[src/rtl/simpleton_mem_arb_pkg.sv]
// Shared encodings and constants for the Simpleton memory arbiter.
package simpleton_pkg;

    typedef enum logic {
        ST_IDLE = 1'b0,
        ST_XFER = 1'b1
    } state_e;

    localparam logic PORT_CPU = 1'b0;
    localparam logic PORT_DBG = 1'b1;

    localparam int unsigned RAM_SEL_BIT = 7;

    localparam logic [7:0] CNT_MAX = 8'hFF;

    // Upper half of the address map is RAM, lower half is ROM.
    function automatic logic is_ram(input logic [7:0] addr);
        return addr[RAM_SEL_BIT];
    endfunction

endpackage

[src/rtl/simpleton_mem_arb_arb_rr2_pit.sv]
// Combinational two-way round-robin pick.
module arb_rr2_pit
    import simpleton_pkg::*;
(
    input  logic req0,
    input  logic req1,
    input  logic last_port,
    output logic valid,
    output logic winner
);

    // A lone requester wins; on a tie the port that did not win last time wins.
    always_comb begin
        valid  = req0 | req1;
        winner = PORT_CPU;
        if (req0 && req1) begin
            winner = ~last_port;
        end else if (req1) begin
            winner = PORT_DBG;
        end
    end

endmodule

[src/rtl/simpleton_mem_arb.sv]
// Two-port round-robin arbiter in front of the shared 256x8 Simpleton memory.
module simpleton_mem_arb
    import simpleton_pkg::*;
(
    input  logic       clk,
    input  logic       rst,
    input  logic       req0,
    input  logic       req1,
    input  logic       we0,
    input  logic       we1,
    input  logic [7:0] addr0,
    input  logic [7:0] addr1,
    input  logic [7:0] wdata0,
    input  logic [7:0] wdata1,
    output logic       gnt0,
    output logic       gnt1,
    output logic       rvalid0,
    output logic       rvalid1,
    output logic [7:0] rdata,
    output logic       err,
    output logic       cpu_stall,
    output logic [7:0] mem_addr,
    output logic [7:0] mem_din,
    output logic       mem_write,
    input  logic [7:0] mem_dout,
    output logic [7:0] conflict_cnt
);

    state_e     state_q, state_d;
    logic       last_port_q, last_port_d;
    logic       sel_we_q, sel_we_d;
    logic [7:0] sel_addr_q, sel_addr_d;
    logic [7:0] sel_wdata_q, sel_wdata_d;
    logic       sel_port_q, sel_port_d;
    logic       rvalid0_q, rvalid0_d;
    logic       rvalid1_q, rvalid1_d;
    logic       err_q, err_d;
    logic [7:0] rdata_q, rdata_d;
    logic [7:0] cnt_q, cnt_d;

    logic       pick_valid;
    logic       pick_winner;

    arb_rr2_pit u_pick (
        .req0      (req0),
        .req1      (req1),
        .last_port (last_port_q),
        .valid     (pick_valid),
        .winner    (pick_winner)
    );

    // State and response registers; reset drops any in-flight response.
    always_ff @(posedge clk) begin
        if (rst) begin
            state_q     <= ST_IDLE;
            last_port_q <= PORT_DBG;
            sel_we_q    <= 1'b0;
            sel_addr_q  <= '0;
            sel_wdata_q <= '0;
            sel_port_q  <= PORT_CPU;
            rvalid0_q   <= 1'b0;
            rvalid1_q   <= 1'b0;
            err_q       <= 1'b0;
            rdata_q     <= '0;
            cnt_q       <= '0;
        end else begin
            state_q     <= state_d;
            last_port_q <= last_port_d;
            sel_we_q    <= sel_we_d;
            sel_addr_q  <= sel_addr_d;
            sel_wdata_q <= sel_wdata_d;
            sel_port_q  <= sel_port_d;
            rvalid0_q   <= rvalid0_d;
            rvalid1_q   <= rvalid1_d;
            err_q       <= err_d;
            rdata_q     <= rdata_d;
            cnt_q       <= cnt_d;
        end
    end

    // Next state: latch the winner in IDLE, capture the response leaving XFER.
    always_comb begin
        state_d     = state_q;
        last_port_d = last_port_q;
        sel_we_d    = sel_we_q;
        sel_addr_d  = sel_addr_q;
        sel_wdata_d = sel_wdata_q;
        sel_port_d  = sel_port_q;
        rvalid0_d   = 1'b0;
        rvalid1_d   = 1'b0;
        err_d       = 1'b0;
        rdata_d     = rdata_q;
        cnt_d       = cnt_q;

        case (state_q)
            ST_IDLE: begin
                if (req0 && req1 && (cnt_q != CNT_MAX)) begin
                    cnt_d = cnt_q + 8'd1;
                end
                if (pick_valid) begin
                    state_d     = ST_XFER;
                    last_port_d = pick_winner;
                    sel_port_d  = pick_winner;
                    sel_we_d    = (pick_winner == PORT_DBG) ? we1    : we0;
                    sel_addr_d  = (pick_winner == PORT_DBG) ? addr1  : addr0;
                    sel_wdata_d = (pick_winner == PORT_DBG) ? wdata1 : wdata0;
                end
            end
            ST_XFER: begin
                state_d   = ST_IDLE;
                rvalid0_d = (sel_port_q == PORT_CPU);
                rvalid1_d = (sel_port_q == PORT_DBG);
                rdata_d   = sel_we_q ? 8'h00 : mem_dout;
                err_d     = sel_we_q & ~is_ram(sel_addr_q);
            end
            default: begin
                state_d = ST_IDLE;
            end
        endcase
    end

    // Memory port and grants are only active during XFER; ROM writes are suppressed.
    always_comb begin
        gnt0      = 1'b0;
        gnt1      = 1'b0;
        mem_addr  = '0;
        mem_din   = '0;
        mem_write = 1'b0;
        if (state_q == ST_XFER) begin
            gnt0      = (sel_port_q == PORT_CPU);
            gnt1      = (sel_port_q == PORT_DBG);
            mem_addr  = sel_addr_q;
            mem_din   = sel_wdata_q;
            mem_write = sel_we_q & is_ram(sel_addr_q);
        end
    end

    assign cpu_stall    = req0 & ~gnt0;
    assign rvalid0      = rvalid0_q;
    assign rvalid1      = rvalid1_q;
    assign rdata        = rdata_q;
    assign err          = err_q;
    assign conflict_cnt = cnt_q;

endmodule

[config.mk]
export PLATFORM = sky130hd
export DESIGN_NAME = simpleton_mem_arb
export DESIGN_NICKNAME = d
export VERILOG_FILES = /design/src/rtl/simpleton_mem_arb_pkg.sv /design/src/rtl/simpleton_mem_arb_arb_rr2_pit.sv /design/src/rtl/simpleton_mem_arb.sv
export SDC_FILE = /design/constraint.sdc
export NUM_CORES = 1
export LEC_CHECK = 0
export ABC_AREA = 1
export ABC_CLOCK_PERIOD_IN_PS = 1410
export BUFFER_PORTS_ARGS = -buffer_cell sky130_fd_sc_hd__buf_2
export CORE_MARGIN = 3
export CORE_UTILIZATION = 45
export DETAILED_ROUTE_END_ITERATION = 10
export GPL_TIMING_DRIVEN = 0
export PLACE_DENSITY = 0.77
export SLEW_MARGIN = 5
export SYNTH_ARGS = -nofsm -noshare
export SYNTH_HDL_FRONTEND = slang
export SYNTH_SLANG_ARGS = --single-unit
export TNS_END_PERCENT = 10
[constraint.sdc]
create_clock -name clk -period 1.41 [get_ports clk]
set_input_delay 0.141 -clock clk [delete_from_list [all_inputs] [get_ports clk]]
set_output_delay 0.141 -clock clk [all_outputs]
set_load 0.05 [all_outputs]
==> flow_metrics.env, run 1 <==
export IMPL_worst_setup_path_type="flop to output port"
export IMPL_hp_class="input port to flop"
export IMPL_reg2reg_depth=8
export IMPL_p_clk_frac=0.334
export IMPL_fin_nets=413
export IMPL_final_layout_size_suffix_gt1_frac=0.332
export IMPL_intPower_w=0.00199
export IMPL_hp_start="rst"
export IMPL_endpoint="mem_addr[1]"
export IMPL_outcome="completed"
export IMPL_ant_nets=0
export IMPL_via_count=2024
export IMPL_grt_usage=0.204
export IMPL_rsz0062_at_grt="yes"
export IMPL_syn_area_sq_mm=0.00186
export IMPL_hold_viol_final=0
export IMPL_synth_edf_count=0
export IMPL_yosys_warnings=0
export IMPL_rr_startpoint="conflict_cnt[1]$_SDFFE_PP0P_"
export IMPL_grt_pass1_wl_mm=8.25
export IMPL_gr_total_overflow=0
export IMPL_start_util=0.487
export IMPL_portBuffers=84
export IMPL_postCtsHoldBufs=0
export IMPL_seq_power_share=0.431
export IMPL_cts_clk_slew_worst_paths_ns=0.07
export IMPL_place_congestion=0.731
export IMPL_switching_share=0.305
export IMPL_synth_area_top_cells="dfxtp_1 (42%), nand2_1 (17%), inv_1 (8.3%)"
export IMPL_power_share_combinational=0.234
export IMPL_post_drt_via_cell_ratio=4.88
export IMPL_dieArea_sq_mm=0.00495
export IMPL_setup_viol=0
export IMPL_cts_tree="yes"
export IMPL_tns_ns=0
export IMPL_antenna_found_initial=0
export IMPL_die_w_microns=70.3
export IMPL_min_period_ns=1.36
export IMPL_ys_ff_latch=39
export IMPL_synth_top_area_frac=0.419
export IMPL_drt_iter0_drc=102
export IMPL_power_leakage_nw=1.49
export IMPL_critPathRequiredTime_ns=1.27
export IMPL_grt_pass1_vias=1869
export IMPL_max_clock_freq_mhz=735
export IMPL_dpl_cell_area_sq_mm=0.00236
export IMPL_switching_power_w=0.000873
export IMPL_ys_top_cells_by_count="nand2_1 (85), inv_1 (41), dfxtp_1 (39)"
export IMPL_cp_max_fo=10
export IMPL_irDropWorstVdd_uv=614
export IMPL_cts_root_buf="clkbuf_8"
export IMPL_yosysSeqAreaShare=0.419
export IMPL_wl_mm=4.87
export IMPL_row_count=22
export IMPL_worstMarginPinSlew_ns=0.282
export IMPL_post_drt_wl_per_cell_microns=11.7
export IMPL_cp_data_arrival_time_ns=1.22
export IMPL_rrSetupSlack_ns=0.12
export IMPL_synth_top_cell_by_area="dfxtp_1"
export IMPL_io_pins=85
export IMPL_setup_worst_path_start="state_q$_SDFF_PP0_"
export IMPL_core_sq_mm=0.00383
export IMPL_cp_start_kind="flop"
export IMPL_synth_most_common_cell="nand2_1"
export IMPL_synth_distinct_cells=23
export IMPL_cts_buffers=5
export IMPL_design_area_sq_mm=0.00260
export IMPL_slew_violations=0
export IMPL_cap_violations=0
export IMPL_synth_area_per_cell_sq_um=6.80
export IMPL_syn_to_final_growth_pct=39.5
export IMPL_synthCells=274
export IMPL_synth_ff_type="dfxtp_1"
export IMPL_power_density_mw_per_mm2=1100
export IMPL_max_slew_margin_rel=0.812
export IMPL_drc_errors=0
export IMPL_grt_max_degree=13
export IMPL_cts_sinks=39
export IMPL_synth_async_reset_ratio=0
export IMPL_clkLatencyLatePin_ns=0.28
export IMPL_first_pass_iters=4
export IMPL_chipHeight_microns=70.3
export IMPL_endpoint_kind="output port"
export IMPL_reg2reg_to="conflict_cnt[4]$_SDFFE_PP0P_"
export IMPL_synth_net_count=321
export IMPL_htreeDepth=2
export IMPL_insertedDiodeCount=0
export IMPL_period_share=0.965
export IMPL_final_setup_skew_ns=0.00259
export IMPL_clockBufferDepth=2
export IMPL_post_dp_hpwl_mm=3.52
per-layer routing:
metal	wire, microns	global-route usage	vias up
li1	-	-	1048
met1	2190	0.272	904
met2	2300	0.328	70
met3	357	0.0504	2
met4	24	0.0511	0
met5	0	0	-
power groups by stage:
stage | combinational (W) | sequential (W) | clock, W
after floorplan | 0.000363 | 0.00134 | 0
after global placement | 0.000621 | 0.00126 | 0
after detailed placement | 0.000628 | 0.00126 | 0
after CTS | 0.000655 | 0.00124 | 0.000970
after global routing | 0.000738 | 0.00125 | 0.00101
final | 0.000671 | 0.00123 | 0.000957
cell families (layout without fill, tap and decap cells):
kind of cell	after synthesis	count (layout)	share of synthesized area
buffers and inverters	56	149	0.138
AOI/OAI and AO/OA	44	44	0.142
adders and majority gates	1	1	0.00671
and+or+nand+nor	134	134	0.295
DFF	39	39	0.419
placed cells by master (no fill, tap or decap):
cell type	netlist	final
dfxtp_1	39	36
nand2_1	85	85
clkinv_2	0	2
inv_4	1	1
inv_2	1	2
dfxtp_4	0	1
nand3_4	0	1
a21oi_1	6	5
nand2_2	2	2
o211ai_1	9	9
o21ai_1	4	5
clkinv_1	2	1
inv_1	41	40
bufinv_16	0	1
ha_1	1	1
buf_4	2	5
nand3_1	22	22
a21oi_2	0	1
buf_6	4	15
a21oi_4	1	1
a31oi_1	8	8
buf_8	0	2
nand4_1	1	1
buf_2	5	74
dfxtp_2	0	2
nor2_4	0	1
nor2_2	0	4
or2_2	1	1
nor2_1	20	15
o21ai_0	16	15
nor3_1	2	2
clkbuf_8	0	6
how the worst min path moves through the flow:
stage,end,cells after the start
3_5_place_dp,rvalid1$_SDFF_PP0_,2
6_report,state_q$_SDFF_PP0_,2
3_3_place_gp,rvalid1$_SDFF_PP0_,2
2_1_floorplan,sel_port_q$_SDFFE_PP0P_,1
5_1_grt,state_q$_SDFF_PP0_,2
4_1_cts,state_q$_SDFF_PP0_,2
layout make-up:
cell class | count | area (sq um)
buffer | 11 | 109
clock buffer | 6 | 82.6
clock inverter | 2 | 35.0
fill | 353 | 1230
inverter | 45 | 173
multi-input combinational | 179 | 855
sequential | 39 | 787
tap | 48 | 60.1
timing repair buffer | 85 | 498
through the flow:
step / hold WS [ns] / setup slack, ns / std cells / util / total power (W)
after floorplan: 0.210 / -0.0710 / 274 / - / 0.00170
after global placement: 0.362 / 0.0297 / 406 / 0.616 / 0.00188
after detailed placement: 0.361 / 0.0481 / 406 / 0.616 / 0.00189
after CTS: 0.0495 / 0.0107 / 414 / 0.664 / 0.00286
after global routing: 0.0584 / -0.0203 / 415 / 0.679 / 0.00300
final: 0.0510 / 0.0496 / 415 / 0.679 / 0.00286
sequential cells by signal, summed over array words and instances (netlist names):
signal / cells
conflict_cnt: 8
rdata: 8
sel_addr_q: 8
sel_wdata_q: 8
err: 1
last_port_q: 1
rvalid0: 1
rvalid1: 1
sel_port_q: 1
sel_we_q: 1
state_q: 1
timing repair:
| action | in CTS | in global routing |
|---|---|---|
| hold endpoints to repair | 0 | 0 |
| setup endpoints to repair | 20 | 20 |
| gates resized for setup | 25 | 15 |
| buffers inserted | 0 | 1 |
worst max-delay path, cell delays in order (launching register included):
cell	delay (ns)
dfxtp_4	0.37
buf_8	0.14
buf_8	0.13
nand2_1	0.05
inv_1	0.05
buf_4	0.18
Power figures use the tool's default switching activity.
==> run 2, diff against run 1 <==
--- a/config.mk
+++ b/config.mk
@@ -6,7 +6,7 @@
 export NUM_CORES = 1
 export LEC_CHECK = 0
 export ABC_AREA = 1
-export ABC_CLOCK_PERIOD_IN_PS = 1410
+export ABC_CLOCK_PERIOD_IN_PS = 1280
 export BUFFER_PORTS_ARGS = -buffer_cell sky130_fd_sc_hd__buf_2
 export CORE_MARGIN = 3
 export CORE_UTILIZATION = 45
==> constraint.sdc (replaced) <==
create_clock -name clk -period 1.28 [get_ports clk]
set_input_delay 0.128 -clock clk [delete_from_list [all_inputs] [get_ports clk]]
set_output_delay 0.128 -clock clk [all_outputs]
set_load 0.05 [all_outputs]
==> run 2 against run 1 <==
Against the previous run:
- the flow now finishes with violations (negative setup slack)
- worst setup slack lost 0.13 ns
- critical path depth is the same
- highest routed layer unchanged
- clock skew is essentially flat
- final cell count grew 0.72%
- critical path type unchanged
- clock power shrank 4.4%
- power grew 8.7%
==> flow_metrics.env, run 2 (same netlist as run 1, synthesis figures left out) <==
export IMPL_first_pass_iters=4
export IMPL_start_util=0.487
export IMPL_period_share=1.06
export IMPL_cts_buffers=5
export IMPL_portBuffers=84
export IMPL_place_congestion=0.755
export IMPL_hp_start="rst"
export IMPL_cap_violations=0
export IMPL_fin_ws_ns=-0.0821
export IMPL_clkLatencyLatePin_ns=0.29
export IMPL_grt_max_degree=12
export IMPL_drc_errors=0
export IMPL_cts_root_buf="clkbuf_8"
export IMPL_grt_pass1_wl_mm=8.33
export IMPL_fin_cells=418
export IMPL_worst_setup_path_type="flop to output port"
export IMPL_outcome="complete, but fails checks"
export IMPL_setup_viol=13
export IMPL_path_buf_inv=4
export IMPL_max_clock_freq_mhz=734
export IMPL_switching_power_w=0.00100
export IMPL_min_period_ns=1.36
export IMPL_final_setup_skew_ns=0.00286
export IMPL_endpoint_kind="output port"
export IMPL_crit_path_max_incr_delay_ns=0.40
export IMPL_antenna_found_initial=0
export IMPL_cp_start_kind="flop"
export IMPL_htreeDepth=2
export IMPL_whs_path_depth=2
export IMPL_cp_data_arrival_time_ns=1.23
export IMPL_rrSetupSlack_ns=0.01
export IMPL_gr_total_overflow=0
export IMPL_p_clk_frac=0.294
export IMPL_chipHeight_microns=70.3
export IMPL_wl_mm=5.35
export IMPL_rsz0062_at_grt="yes"
export IMPL_hp_class="input port to flop"
export IMPL_slew_violations=0
export IMPL_grt_usage=0.208
export IMPL_layout_common_cells="nand2_1 (75), buf_2 (66), dfxtp_1 (33), inv_1 (27), nand3_1 (18)"
export IMPL_dieArea_sq_mm=0.00495
export IMPL_cts_clk_slew_worst_paths_ns=0.07
export IMPL_fin_nets=416
export IMPL_power_share_combinational=0.265
export IMPL_post_drt_via_cell_ratio=4.97
export IMPL_violations="negative setup slack"
export IMPL_cts_tree="yes"
export IMPL_syn_to_final_growth_pct=50.9
export IMPL_fin_util=0.735
export IMPL_cts_sinks=39
export IMPL_reg2reg_to="sel_wdata_q[4]$_SDFFE_PP0P_"
export IMPL_rr_startpoint="state_q$_SDFF_PP0_"
export IMPL_core_sq_mm=0.00383
export IMPL_dp_cells=406
export IMPL_post_drt_wl_per_cell_microns=12.8
export IMPL_cp_max_fo=6
export IMPL_die_w_microns=70.3
export IMPL_mostFrequentLayoutCell="nand2_1"
export IMPL_hold_end="state_q$_SDFF_PP0_"
export IMPL_final_layout_size_suffix_gt1_frac=0.422
export IMPL_seq_power_share=0.441
export IMPL_critPathTopFamily="buffers and inverters"
export IMPL_max_slew_margin_rel=0.800
export IMPL_insertedDiodeCount=0
export IMPL_critPathSlowestCell="dfxtp_4"
export IMPL_hold_viol_final=0
export IMPL_io_pins=85
export IMPL_power_leakage_nw=1.52
export IMPL_intPower_w=0.00211
export IMPL_grt_pass1_vias=1819
export IMPL_irDropWorstVdd_uv=678
export IMPL_reg2reg_depth=6
export IMPL_critPathRequiredTime_ns=1.15
export IMPL_path_common_cell="buf_8"
export IMPL_row_count=22
export IMPL_drt_iter0_drc=131
export IMPL_post_dp_hpwl_mm=3.58
export IMPL_crit_path_cell_trace="buf_8 > clkbuf_16 > nand2_2 > inv_2 > buf_8"
export IMPL_worstMarginPinSlew_ns=0.300
export IMPL_ant_nets=0
export IMPL_power_density_mw_per_mm2=1110
export IMPL_switching_share=0.323
export IMPL_via_count=2077
export IMPL_clockBufferDepth=2
run 2: cell types whose count changed in the layout (fill, tap and decap cells not counted), sizes merged:
| cell | before | now |
|---|---|---|
| clkbuf | 6 | 11 |
| clkinv | 3 | 2 |
| bufinv | 1 | 0 |
run 2: worst max-delay path by stage:
stage          depth (start not counted)                           end                    startpoint
3_5_place_dp                           5                    mem_din[4]            state_q$_SDFF_PP0_
3_3_place_gp                           5                    mem_din[4]            state_q$_SDFF_PP0_
6_report                               5                    mem_din[3]            state_q$_SDFF_PP0_
4_1_cts                                7  conflict_cnt[5]$_SDFFE_PP0P_  conflict_cnt[0]$_SDFFE_PP0P_
2_1_floorplan                          7  conflict_cnt[2]$_SDFFE_PP0P_  conflict_cnt[6]$_SDFFE_PP0P_
5_1_grt                                5                    mem_din[3]            state_q$_SDFF_PP0_
run 2: final cells by class:
class                      count  area, sq um
timing repair buffer          88          644
inverter                      45          175
multi-input combinational    179          925
clock buffer                   8          100
fill                         309         1010
tap                           48         60.1
buffer                        11          111
sequential                    39          796
run 2: worst register-to-register path, cell delays in order (launching register included):
cell      delay, ns
dfxtp_4        0.38
buf_4          0.15
a21oi_4        0.22
buf_6          0.19
nand3_1        0.10
o211ai_1       0.09
inv_1          0.05
run 2: power groups by stage:
stage / sequential [W] / clock (W) / combinational [W]
floorplan: 0.00147 / 0 / 0.000400
global placement: 0.00138 / 0 / 0.000687
detailed placement: 0.00139 / 0 / 0.000697
CTS: 0.00136 / 0.000909 / 0.000754
global route: 0.00138 / 0.000974 / 0.000892
finish: 0.00137 / 0.000915 / 0.000826
run 2: timing repair:
action,CTS,global route
gates cloned,0,2
gates resized for setup,45,57
setup endpoints to repair,27,39
hold buffers,0,0
buffers inserted,2,0
pin swaps,0,2
run 2: per-stage QoR:
step           setup WS, ns  setup TNS (ns)  area [sq um]  hold WS (ns)  total power [W]
2_1_floorplan        -0.109          -0.673          1890         0.197          0.00187
3_3_place_gp         -0.102          -0.875          2370         0.340          0.00207
3_5_place_dp        -0.0950           -1.05          2370         0.346          0.00208
4_1_cts             -0.0742          -0.747          2620        0.0320          0.00302
5_1_grt              -0.112           -1.92          2810        0.0462          0.00325
6_report            -0.0821          -0.674          2810        0.0369          0.00311
run 2: metal layers:
layer,global-route usage,part of all wire,vias up
met1,0.269,0.44,918
met2,0.334,0.47,96
met3,0.0576,0.072,10
li1,-,-,1053
met4,0.0681,0.017,0
met5,0,0,-
